==> config.mk <==
export PLATFORM = sky130hd
export DESIGN_NAME = dm_master
export DESIGN_NICKNAME = d
export VERILOG_FILES = /design/src/rtl/dm_master.sv
export SDC_FILE = /design/constraint.sdc
export NUM_CORES = 1
export LEC_CHECK = 0
export ABC_AREA = 0
export CORE_MARGIN = 4
export CORE_UTILIZATION = 48
export CTS_BUF_LIST = sky130_fd_sc_hd__clkbuf_8 sky130_fd_sc_hd__clkbuf_16
export DETAILED_ROUTE_END_ITERATION = 7
export GPL_ROUTABILITY_DRIVEN = 0
export PLACE_DENSITY = 0.85
export SLEW_MARGIN = 20
export SYNTH_ARGS = -nofsm -noshare
export SYNTH_HDL_FRONTEND = slang
export SYNTH_SLANG_ARGS = --single-unit
==> constraint.sdc <==
create_clock -name clk -period 5.15 [get_ports clk]
set_input_delay 1.03 -clock clk [delete_from_list [all_inputs] [get_ports clk]]
set_output_delay 1.03 -clock clk [all_outputs]
set_load 0.03 [all_outputs]
==> src/rtl/dm_master.sv <==
// dm_master: MEM-stage data-memory bus initiator with alignment checks,
// byte-lane steering, load sign extension and a response timeout.
module dm_master #(
    parameter int TIMEOUT = 64
) (
    input  logic        clk,
    input  logic        reset,
    input  logic        req_valid,
    input  logic [2:0]  dm_op,
    input  logic [31:0] addr,
    input  logic [31:0] wdata,
    output logic        stall,
    output logic        done,
    output logic [31:0] rdata,
    output logic        adel,
    output logic        ades,
    output logic        bus_err,
    output logic        m_valid,
    input  logic        m_ready,
    output logic        m_we,
    output logic [31:0] m_addr,
    output logic [3:0]  m_be,
    output logic [31:0] m_wdata,
    input  logic        m_rvalid,
    input  logic [31:0] m_rdata
);
    localparam int CW = $clog2(TIMEOUT) + 1;
    typedef enum logic [1:0] {IDLE, REQ, WAIT, DONE} state_t;
    state_t state, state_n;
    logic [CW-1:0] cnt;
    logic [2:0] op_r;
    logic [1:0] k_r;
    logic is_store, is_load, is_word, is_byte, is_half, accept, misal, hs, tmo;
    logic [3:0] be;
    logic [31:0] wd, ext;
    logic [7:0] rbyte;
    logic [15:0] rhalf;
    always_comb begin
        is_store = dm_op == 3'd1 || dm_op == 3'd2 || dm_op == 3'd3;
        is_load  = dm_op == 3'd4 || dm_op == 3'd5 || dm_op == 3'd6;
        is_word  = dm_op == 3'd1 || dm_op == 3'd4;
        is_byte  = dm_op == 3'd2 || dm_op == 3'd5;
        is_half  = dm_op == 3'd3 || dm_op == 3'd6;
        accept   = state == IDLE && req_valid && (is_store || is_load);
        misal    = is_word ? |addr[1:0] : is_half && addr[0];
        be       = is_word ? 4'hf : is_byte ? 4'b0001 << addr[1:0] : addr[1] ? 4'hc : 4'h3;
        wd       = is_byte ? {4{wdata[7:0]}} : is_half ? {2{wdata[15:0]}} : wdata;
        hs       = state == REQ && m_ready;
        // progress in the final allowed cycle beats the timeout
        tmo      = cnt == CW'(TIMEOUT - 1) && ((state == REQ && !hs) || (state == WAIT && !m_rvalid));
        rbyte    = m_rdata[8*k_r +: 8];
        rhalf    = k_r[1] ? m_rdata[31:16] : m_rdata[15:0];
        ext      = op_r == 3'd5 ? {{24{rbyte[7]}}, rbyte} :
                   op_r == 3'd6 ? {{16{rhalf[15]}}, rhalf} : m_rdata;
        stall    = reset && (accept || state == REQ || state == WAIT);
        state_n  = state;
        case (state)
            IDLE:    state_n = accept ? (misal ? DONE : REQ) : IDLE;
            REQ:     state_n = hs ? (m_we ? DONE : WAIT) : tmo ? DONE : REQ;
            WAIT:    state_n = (m_rvalid || tmo) ? DONE : WAIT;
            default: state_n = IDLE;
        endcase
    end
    always_ff @(posedge clk or negedge reset) begin
        if (!reset) begin
            state   <= IDLE;
            cnt     <= '0;
            op_r    <= '0;
            k_r     <= '0;
            done    <= 1'b0;
            rdata   <= '0;
            adel    <= 1'b0;
            ades    <= 1'b0;
            bus_err <= 1'b0;
            m_valid <= 1'b0;
            m_we    <= 1'b0;
            m_addr  <= '0;
            m_be    <= '0;
            m_wdata <= '0;
        end else begin
            state   <= state_n;
            cnt     <= accept ? '0 : (state == REQ || state == WAIT) ? cnt + 1'b1 : cnt;
            done    <= state_n == DONE;
            adel    <= accept && misal && is_load;
            ades    <= accept && misal && is_store;
            bus_err <= tmo;
            m_valid <= state_n == REQ;
            if (accept) begin
                op_r    <= dm_op;
                k_r     <= addr[1:0];
                m_we    <= is_store;
                m_addr  <= {addr[31:2], 2'b00};
                m_be    <= be;
                m_wdata <= wd;
                rdata   <= '0;
            end else if (state == WAIT && m_rvalid) begin
                rdata <= ext;
            end
        end
    end
endmodule

=== After elaboration in Yosys (flattened, before gate mapping) ===
Cells that the tools add are included.

* Add/subtract/negate cells: 1
* Eq/ne operators: 13
* Shift-type cells: 2
* Mux-type cells: 20
* Reductions and logical operators: 31

{| class="wikitable"
|+ Operators with widths
! operator !! number
|-
| 2-to-1 mux 32 bit || 6
|-
| variable part select 32 x 6 -> 8 bit || 1
|-
| 2-to-1 mux 16 bit || 1
|-
| == test 3 bit (second input constant) || 5
|-
| 2-to-1 mux 7 bit || 2
|-
| logical OR 1 bit || 13
|-
| logical AND 1 bit || 12
|-
| 2-to-1 mux 4 bit || 3
|-
| 2-to-1 mux 2 bit || 4
|-
| adder 7 x 1 -> 7 bit (second input constant) || 1
|-
| == test 7 x 6 -> 1 bit (second input constant) || 1
|-
| == test 3 x 2 -> 1 bit (second input constant) || 2
|-
| case mux 2 bit (3 select lines) || 1
|-
| == test 2 x 1 -> 1 bit (second input constant) || 2
|-
| == test 2 bit (second input constant) || 2
|-
| nonzero test 2 bit || 2
|-
| left shift 1 x 2 -> 4 bit (first input constant) || 1
|-
| == test 3 x 1 -> 1 bit (second input constant) || 1
|-
| 2-to-1 mux 1 bit || 3
|-
| zero test 1 bit || 2
|-
| zero test 2 bit || 1
|-
| OR reduction 2 bit || 1
|}

* Bits in registers: 118
* Output and inout port bits: 107

=== Depth between registers and ports, before layout ===
Gate-level depths: netlist (run 1).

* Word-level depth: 10
* Gate-level depth with buffers: 8
* Gate-level depth less buffers: 6

=== Least setup slack after synthesis (run 1) ===
No wires, ideal clock.

* Kind: input -> output
* Start: input dm_op[1]
* End: output stall
* Data arrival time: 2308 ps
* Required time: 4120 ps
* Setup slack: 1812 ps
* Stages: 5
* Path through: buf_2 -> or3_4 -> and3b_4 -> clkbuf_1 -> o31a_1

* Longest elaborated chain between the ends: 8

{| class="wikitable"
|+ RTL lines
! item !! line !! text
|-
| start, declared || 9 || <nowiki>input logic [2:0] dm_op,</nowiki>
|-
| == test 3 x 1 -> 1 bit (tied with other cells) || 39 || <nowiki>is_store = dm_op == 3'd1 || dm_op == 3'd2 || dm_op == 3'd3;</nowiki>
|-
| logical OR 1 bit, on equally long branches (2 in series) || 39, 40 ||
|-
| logical OR 1 bit (*) || 44 || <nowiki>accept = state == IDLE && req_valid && (is_store || is_load);</nowiki>
|-
| logical AND 1 bit (*) || 44 ||
|-
| logical OR 1 bit (*) (2 in series) || 55 || <nowiki>stall = reset && (accept || state == REQ || state == WAIT);</nowiki>
|-
| logical AND 1 bit (*) || 55 ||
|-
| end, declared || 12 || <nowiki>output logic stall,</nowiki>
|}

Mark *: on every way between the ends. The rest lies on a longest branch, timed or not.

=== Worst setup path after layout (run 1) ===
* Start: input dm_op[2]
* End: output stall

The elaborated chain is that of the path after synthesis.

==> flow_metrics.py, run 1 <==
metrics = {
    "final_layout": {
        "filler_cell_count": 857,
        "areaGrowthSynthToFinish_pct": 48.5,
        "layout.cells.most_common": "clkdlybuf4s50_1",
        "multiInputGateArea_mm2": 0.00250,
        "diodes": 0,
        "nets": 907,
        "finish.utilization_pct": 73.3,
        "mostFrequentLayoutCells": "clkdlybuf4s50_1 (207), nand2_1 (191), dfrtp_1 (118)",
        "post_route_cells_drive_above_1_share_pct": 7.77,
        "regArea_mm2": 0.00295,
        "postLayoutCellArea_mm2": 0.00845,
    },
    "synthesis": {
        "synth_adder_area_share_pct": 1.10,
        "synthesized_area_fraction_occupied_by_ao_oa_aoi_and_oai_cells_pct": 16.0,
        "synth_enable_flop_cells": 0,
        "post_synth_xor_area_fraction_pct": 0.902,
        "synthesis.area_mm2": 0.00569,
        "yosysWarningCount": 0,
        "syn-mean-instance-area_um2": 9.32,
        "synth.yosys.seq_area_share_pct": 51.9,
        "multiplexer_fraction_of_the_synthesized_cell_area_pct": 4.89,
        "netlist-cell-type-count": 51,
        "synth_top_family_by_area": "simple AND/OR/NAND/NOR gates",
        "synth-simple-area-share_pct": 20.7,
        "yosys_register_bits": 118,
        "yosys_most_used_dff": "dfrtp_1",
        "synth_cells": 610,
        "asyncSetResetFlopFracSynth_pct": 100,
    },
    "routing": {
        "drtIter0Drc": 628,
        "route.final.wire_length_mm": 17.9,
        "avgViaCountPerCell": 5.60,
        "drtAntennaViolNets": 0,
        "drt_drc_violations_left": 0,
        "detailroute.via_count": 5344,
        "drt_pre_antenna_iters": 5,
        "post_drt_wl_per_cell_um": 18.7,
    },
    "timing": {
        "clock.fmax_ghz": 0.233,
        "worst-slew-pin-transition_ns": 0.913,
        "fin_crit_ns": 4.29,
        "fin_setup_tns_ns": 0,
        "finalHoldViolCount": 0,
        "post-route-period-util_pct": 83.4,
        "worst_slack_ns": 0.855,
        "timing.final.setup_violations": 0,
        "count_of_final_max_slew_check_failures": 0,
        "slew-limit-headroom_pct": 39.1,
        "finalClockSkew_ns": 0.00548,
        "setup_repair_after_global_routing_missed_its_margin": "false",
    },
    "cts": {
        "post-cts-setup-buffers": 0,
        "clockBufferDepth": 2,
        "cts-root-buf": "clkbuf_16",
        "maximum_level_of_the_cts_h_tree": 4,
        "tritoncts.num_buffers": 17,
        "cts_tree": "yes",
        "cts.hold.buffers_added": 0,
        "total_number_of_clock_tree_sinks": 118,
        "path_clk_slew_ns": 0.05,
        "cts_repair_resize_count": 0,
        "clock_insertion_delay_worst_skew_ns": 0.41,
    },
    "worst_setup_path": {
        "critical_path.reg2reg.endpoint": "rdata[17]",
        "critPathKind": "in -> out",
        "path_max_fanout": 10,
        "required_time_worst_endpoint_ns": 4.12,
        "critPathCaptureType": "primary output",
        "regToRegStartpoint": "state[0]",
        "rrSetupSlack_ns": 2.57,
        "length_in_cells_of_the_worst_reg_to_reg_path": 7,
        "timing.critical_path.arrival_ns": 3.26,
        "critPathLaunchType": "input pin",
    },
    "min_path": {
        "timing.hold.worst_path_depth": 2,
        "hold_path_class": "reg -> reg",
        "worst_hold_startpoint": "m_addr[11]",
        "hold_path_end": "m_addr[11]",
    },
    "global_route": {
        "antenna_found_initial": 0,
        "busiest_layer": "met2",
        "grt_use_met2_pct": 43.6,
        "grt_pass1_vias": 5387,
        "met3_usage_pct": 10.4,
        "total_global_route_track_usage_pct": 26.5,
        "gr-total-overflow": 0,
        "grt_pass1_wl_mm": 27.9,
        "met1_usage_pct": 31.0,
        "grt_start_max_net_pins": 76,
    },
    "power": {
        "vdd_ir_drop_max_mv": 0.420,
        "power_density_mw_per_mm2": 668,
        "switching_power_uw": 2260,
        "sw_frac_of_total_pct": 40.0,
        "power_report.internal_total_uw": 3380,
        "seq_power_share_pct": 29.3,
        "comb_power_share_pct": 47.0,
        "share_clk_of_total_power_pct": 23.7,
        "total_leakage_power_uw": 0.00383,
    },
    "status": {
        "run_status": "finished clean",
    },
    "job": {
        "timing.max_cap.violations": 0,
    },
    "place": {
        "place_area_mm2": 0.00777,
        "io_buffers": 208,
        "dp_hpwl_mm": 12.7,
        "detailedPlace.worstSlack_ns": 0.872,
    },
    "floorplan": {
        "rows": 39,
        "floorplan.initialDensity_pct": 49.4,
        "ioPinCount": 211,
        "fp.coreArea_mm2": 0.0115,
        "die_area_mm2": 0.0137,
        "die_x_um": 117,
        "dieHeight_um": 117,
    },
}
==> stage by stage <==
stage                     hold WS (ns)  total power [µW]  instances
after floorplan                  0.489              3180        611
after global placement           0.458              4220        922
after detailed placement         0.462              4310        922
after CTS                        0.475              5670        954
after global routing             0.493              5930        954
final                            0.474              5640        954
==> cell families after synthesis <==
family | count (synthesis)
multiplexers | 19
flip-flops | 118
AO/OA/AOI/OAI | 135
adder cells (fa/ha/maj) | 5
other | 1
XOR/XNOR | 5
AND/OR/NAND/NOR | 276
buffers and inverters | 51
==> critical path, stage by stage <==
cell and delay, ns:
clkdlybuf4s50_1 0.66, or3_4 0.52, and3b_4 0.20, o31a_1 0.25, clkdlybuf4s50_1 0.60
==> per-layer routing <==
metal / part of all wire [%] / up-vias / wire length (µm)
li1: - / 2457 / -
met1: 38 / 2544 / 6780
met2: 48 / 300 / 8590
met3: 11 / 43 / 2020
met4: 2.6 / 0 / 473
met5: 0 / - / 0
==> power groups by stage <==
stage	Sequential (µW)	Clock, µW	Combinational, µW
after global placement	1640	0	2590
after detailed placement	1660	0	2650
after floorplan	2310	0	868
after CTS	1650	1360	2670
after global routing	1700	1400	2830
final	1650	1340	2650
==> registers in the layout (all words and copies together), names as in the netlist <==
register	flops
state	2
done	1
m_we	1
op_r	3
m_addr	30
adel	1
rdata	32
m_be	4
m_wdata	32
bus_err	1
ades	1
m_valid	1
k_r	2
cnt	7
==> cell type report <==
class | instances | area share (%)
sequential | 118 | 35.0
multi-input combinational | 442 | 29.6
timing repair buffer | 213 | 25.1
clock buffer | 23 | 6.01
tap | 143 | 2.12
clock inverter | 9 | 2.00
inverter | 6 | 0.267
==> how the worst max path moves through the flow <==
stage                       end  slack, ns  cells past startpoint      from
after floorplan           stall       1.81                      5  dm_op[1]
after global placement    stall       0.92                      5  dm_op[2]
after detailed placement  stall       0.87                      5  dm_op[2]
after CTS                 stall       0.85                      5  dm_op[2]
after global routing      stall       0.78                      5  dm_op[2]
final                     stall       0.86                      5  dm_op[2]
==> Yosys cell counts, types with 5 or more instances <==
master	n	area share, %
a211oi_1	8	1.1
a21oi_1	16	1.4
a22o_1	25	3.9
a31o_2	7	1.1
a31oi_1	8	0.88
and3_1	9	0.99
buf_2	15	1.3
buf_4	6	0.79
clkbuf_1	19	1.3
dfrtp_1	118	52
ha_1	5	1.1
inv_1	6	0.40
mux2i_1	12	2.1
mux4_2	7	2.8
nand2_1	191	13
nand3_1	9	0.79
nor2_1	42	2.8
o21ai_0	44	3.9
o21ai_1	14	1.2
Note: power is estimated with default switching activity, not from simulation.
==> run 2, diff against run 1 <==
--- a/config.mk
+++ b/config.mk
@@ -7,11 +7,11 @@
 export LEC_CHECK = 0
 export ABC_AREA = 0
 export CORE_MARGIN = 4
-export CORE_UTILIZATION = 48
+export CORE_UTILIZATION = 45
 export CTS_BUF_LIST = sky130_fd_sc_hd__clkbuf_8 sky130_fd_sc_hd__clkbuf_16
 export DETAILED_ROUTE_END_ITERATION = 7
 export GPL_ROUTABILITY_DRIVEN = 0
-export PLACE_DENSITY = 0.85
+export PLACE_DENSITY = 0.8
 export SLEW_MARGIN = 20
 export SYNTH_ARGS = -nofsm -noshare
 export SYNTH_HDL_FRONTEND = slang
==> constraint.sdc (replaced) <==
create_clock -name clk -period 4.25 [get_ports clk]
set_input_delay 0.85 -clock clk [delete_from_list [all_inputs] [get_ports clk]]
set_output_delay 0.85 -clock clk [all_outputs]
set_load 0.03 [all_outputs]
==> run 2 against run 1 <==
Die area grew 6.2%. Critical path type unchanged. Largest cell class unchanged. Cell count is 2.6% higher. Largest power group unchanged. Sequential power rose by 21%.
==> flow_metrics.py, run 2 (synthesized netlist as in run 1, its figures left out) <==
metrics = {
    "final_layout": {
        "regArea_mm2": 0.00295,
        "post_layout_nonfiller_instances": 979,
        "mostFrequentLayoutCells": "clkdlybuf4s50_1 (206), nand2_1 (191), dfrtp_1 (118)",
        "layout.cells.most_common": "clkdlybuf4s50_1",
        "filler_cell_count": 967,
        "multiInputGateArea_mm2": 0.00250,
        "areaGrowthSynthToFinish_pct": 47.0,
        "nets": 909,
        "diodes": 0,
        "reg.largest.list": "m_wdata (32), rdata (32), m_addr (30)",
        "post_route_cells_drive_above_1_share_pct": 7.40,
    },
    "routing": {
        "post_drt_wl_per_cell_um": 18.2,
        "drt_pre_antenna_iters": 6,
        "detailroute.via_count": 5381,
        "drt_drc_violations_left": 0,
        "drtIter0Drc": 575,
        "drtAntennaViolNets": 0,
        "avgViaCountPerCell": 5.50,
        "route.final.wire_length_mm": 17.8,
    },
    "floorplan": {
        "dieHeight_um": 120,
        "die_area_mm2": 0.0145,
        "die_x_um": 120,
        "floorplan.initialDensity_pct": 46.6,
        "ioPinCount": 211,
        "rows": 40,
        "fp.coreArea_mm2": 0.0122,
    },
    "timing": {
        "count_of_final_max_slew_check_failures": 0,
        "timing.final.setup_violations": 0,
        "setup_repair_after_global_routing_missed_its_margin": "false",
        "fin_crit_ns": 3.58,
        "clock.fmax_ghz": 0.279,
        "post-route-period-util_pct": 84.3,
        "worst-slew-pin-transition_ns": 0.767,
        "finalClockSkew_ns": 0.00879,
        "finalHoldViolCount": 0,
        "fin_setup_tns_ns": 0,
        "slew-limit-headroom_pct": 48.9,
    },
    "global_route": {
        "total_global_route_track_usage_pct": 25.0,
        "grt_start_max_net_pins": 65,
        "met3_usage_pct": 10.9,
        "busiest_layer": "met2",
        "antenna_found_initial": 0,
        "grt_use_met2_pct": 40.5,
        "gr-total-overflow": 0,
        "grt_pass1_wl_mm": 28.5,
        "met1_usage_pct": 29.4,
        "grt_pass1_vias": 5473,
    },
    "cts": {
        "cts-root-buf": "clkbuf_16",
        "cts_tree": "yes",
        "tritoncts.num_buffers": 17,
        "cts_repair_resize_count": 0,
        "total_number_of_clock_tree_sinks": 118,
        "path_clk_slew_ns": 0.05,
        "cts.hold.buffers_added": 0,
        "maximum_level_of_the_cts_h_tree": 4,
        "clockBufferDepth": 2,
        "clock_insertion_delay_worst_skew_ns": 0.41,
        "post-cts-setup-buffers": 0,
    },
    "worst_setup_path": {
        "critPathKind": "in -> out",
        "rrSetupSlack_ns": 1.88,
        "critPathLaunchType": "input pin",
        "path_max_fanout": 13,
        "timing.critical_path.arrival_ns": 2.73,
        "critPathCaptureType": "primary output",
        "required_time_worst_endpoint_ns": 3.40,
    },
    "power": {
        "power_density_mw_per_mm2": 780,
        "vdd_ir_drop_max_mv": 0.457,
        "total_leakage_power_uw": 0.00379,
    },
    "min_path": {
        "hold_path_class": "reg -> reg",
    },
    "place": {
        "dp_hpwl_mm": 13.0,
        "io_buffers": 208,
        "dp.cells": 949,
    },
    "job": {
        "timing.max_cap.violations": 0,
    },
    "status": {
        "run_status": "finished clean",
    },
}
## run 2: cell count changes in the layout (fill, tap and decap cells not counted), sizes merged
| cell | previous run | this run |
|---|---|---|
| bufinv | 5 | 1 |
| inv | 7 | 11 |
| buf | 6 | 9 |
| clkbuf | 23 | 21 |
| clkdlybuf4s50 | 207 | 206 |
## run 2: path summary, 6_finish.rpt
path | startpoint | endpoint | cells after the start
worst max-delay path | dm_op[2] | stall | 5
worst min-delay path | m_addr[14] | m_addr[14] | 2
worst max register to register | state[0] | m_be[1] | 7
worst min register to register | m_addr[14] | m_addr[14] | 2
max in group asynchronous | reset | state[1] | 3
min in group asynchronous | reset | m_wdata[1] | 2
## run 2: worst max-delay path, cell delays in order
cell,delay (ns)
clkdlybuf4s50_1,0.66
or3_4,0.52
and3b_4,0.27
o31a_1,0.27
buf_4,0.17
## run 2: metal layers
| layer | vias to the layer above | wire length [µm] |
|---|---|---|
| met1 | 2587 | 6840 |
| met5 | - | 0 |
| met4 | 0 | 476 |
| met2 | 298 | 8410 |
| li1 | 2460 | - |
| met3 | 36 | 2070 |
## run 2: area by class of cell
cell class              instances  share of cell area (%)
repair buffers                215                    25.5
clock inverters                 9                   0.764
well taps                     168                    2.52
flip-flops and latches        118                    35.3
inverters                       6                   0.270
clock buffers                  21                    5.75
multi-input cells             442                    29.9
## run 2: where the power goes
| part | internal, µW | switching [µW] | leakage [µW] |
|---|---|---|---|
| Combinational | 1340 | 1880 | 0.00201 |
| Clock | 843 | 465 | 0.000291 |
| Sequential | 1630 | 359 | 0.00149 |
| Total | 3820 | 2700 | 0.00379 |
## run 2: stage by stage
step                      setup slack [ns]  cell area [µm²]  power (µW)  utilization [%]  hold WS, ns
after global placement               0.740             7810        5140             63.9        0.458
after CTS                            0.694             8350        6560             68.4        0.475
final                                0.666             8360        6520             68.4        0.469
after global routing                 0.600             8360        6880             68.4        0.494
after floorplan                       1.27             5690        3860                -        0.489
after detailed placement             0.694             7810        5220             63.9        0.462
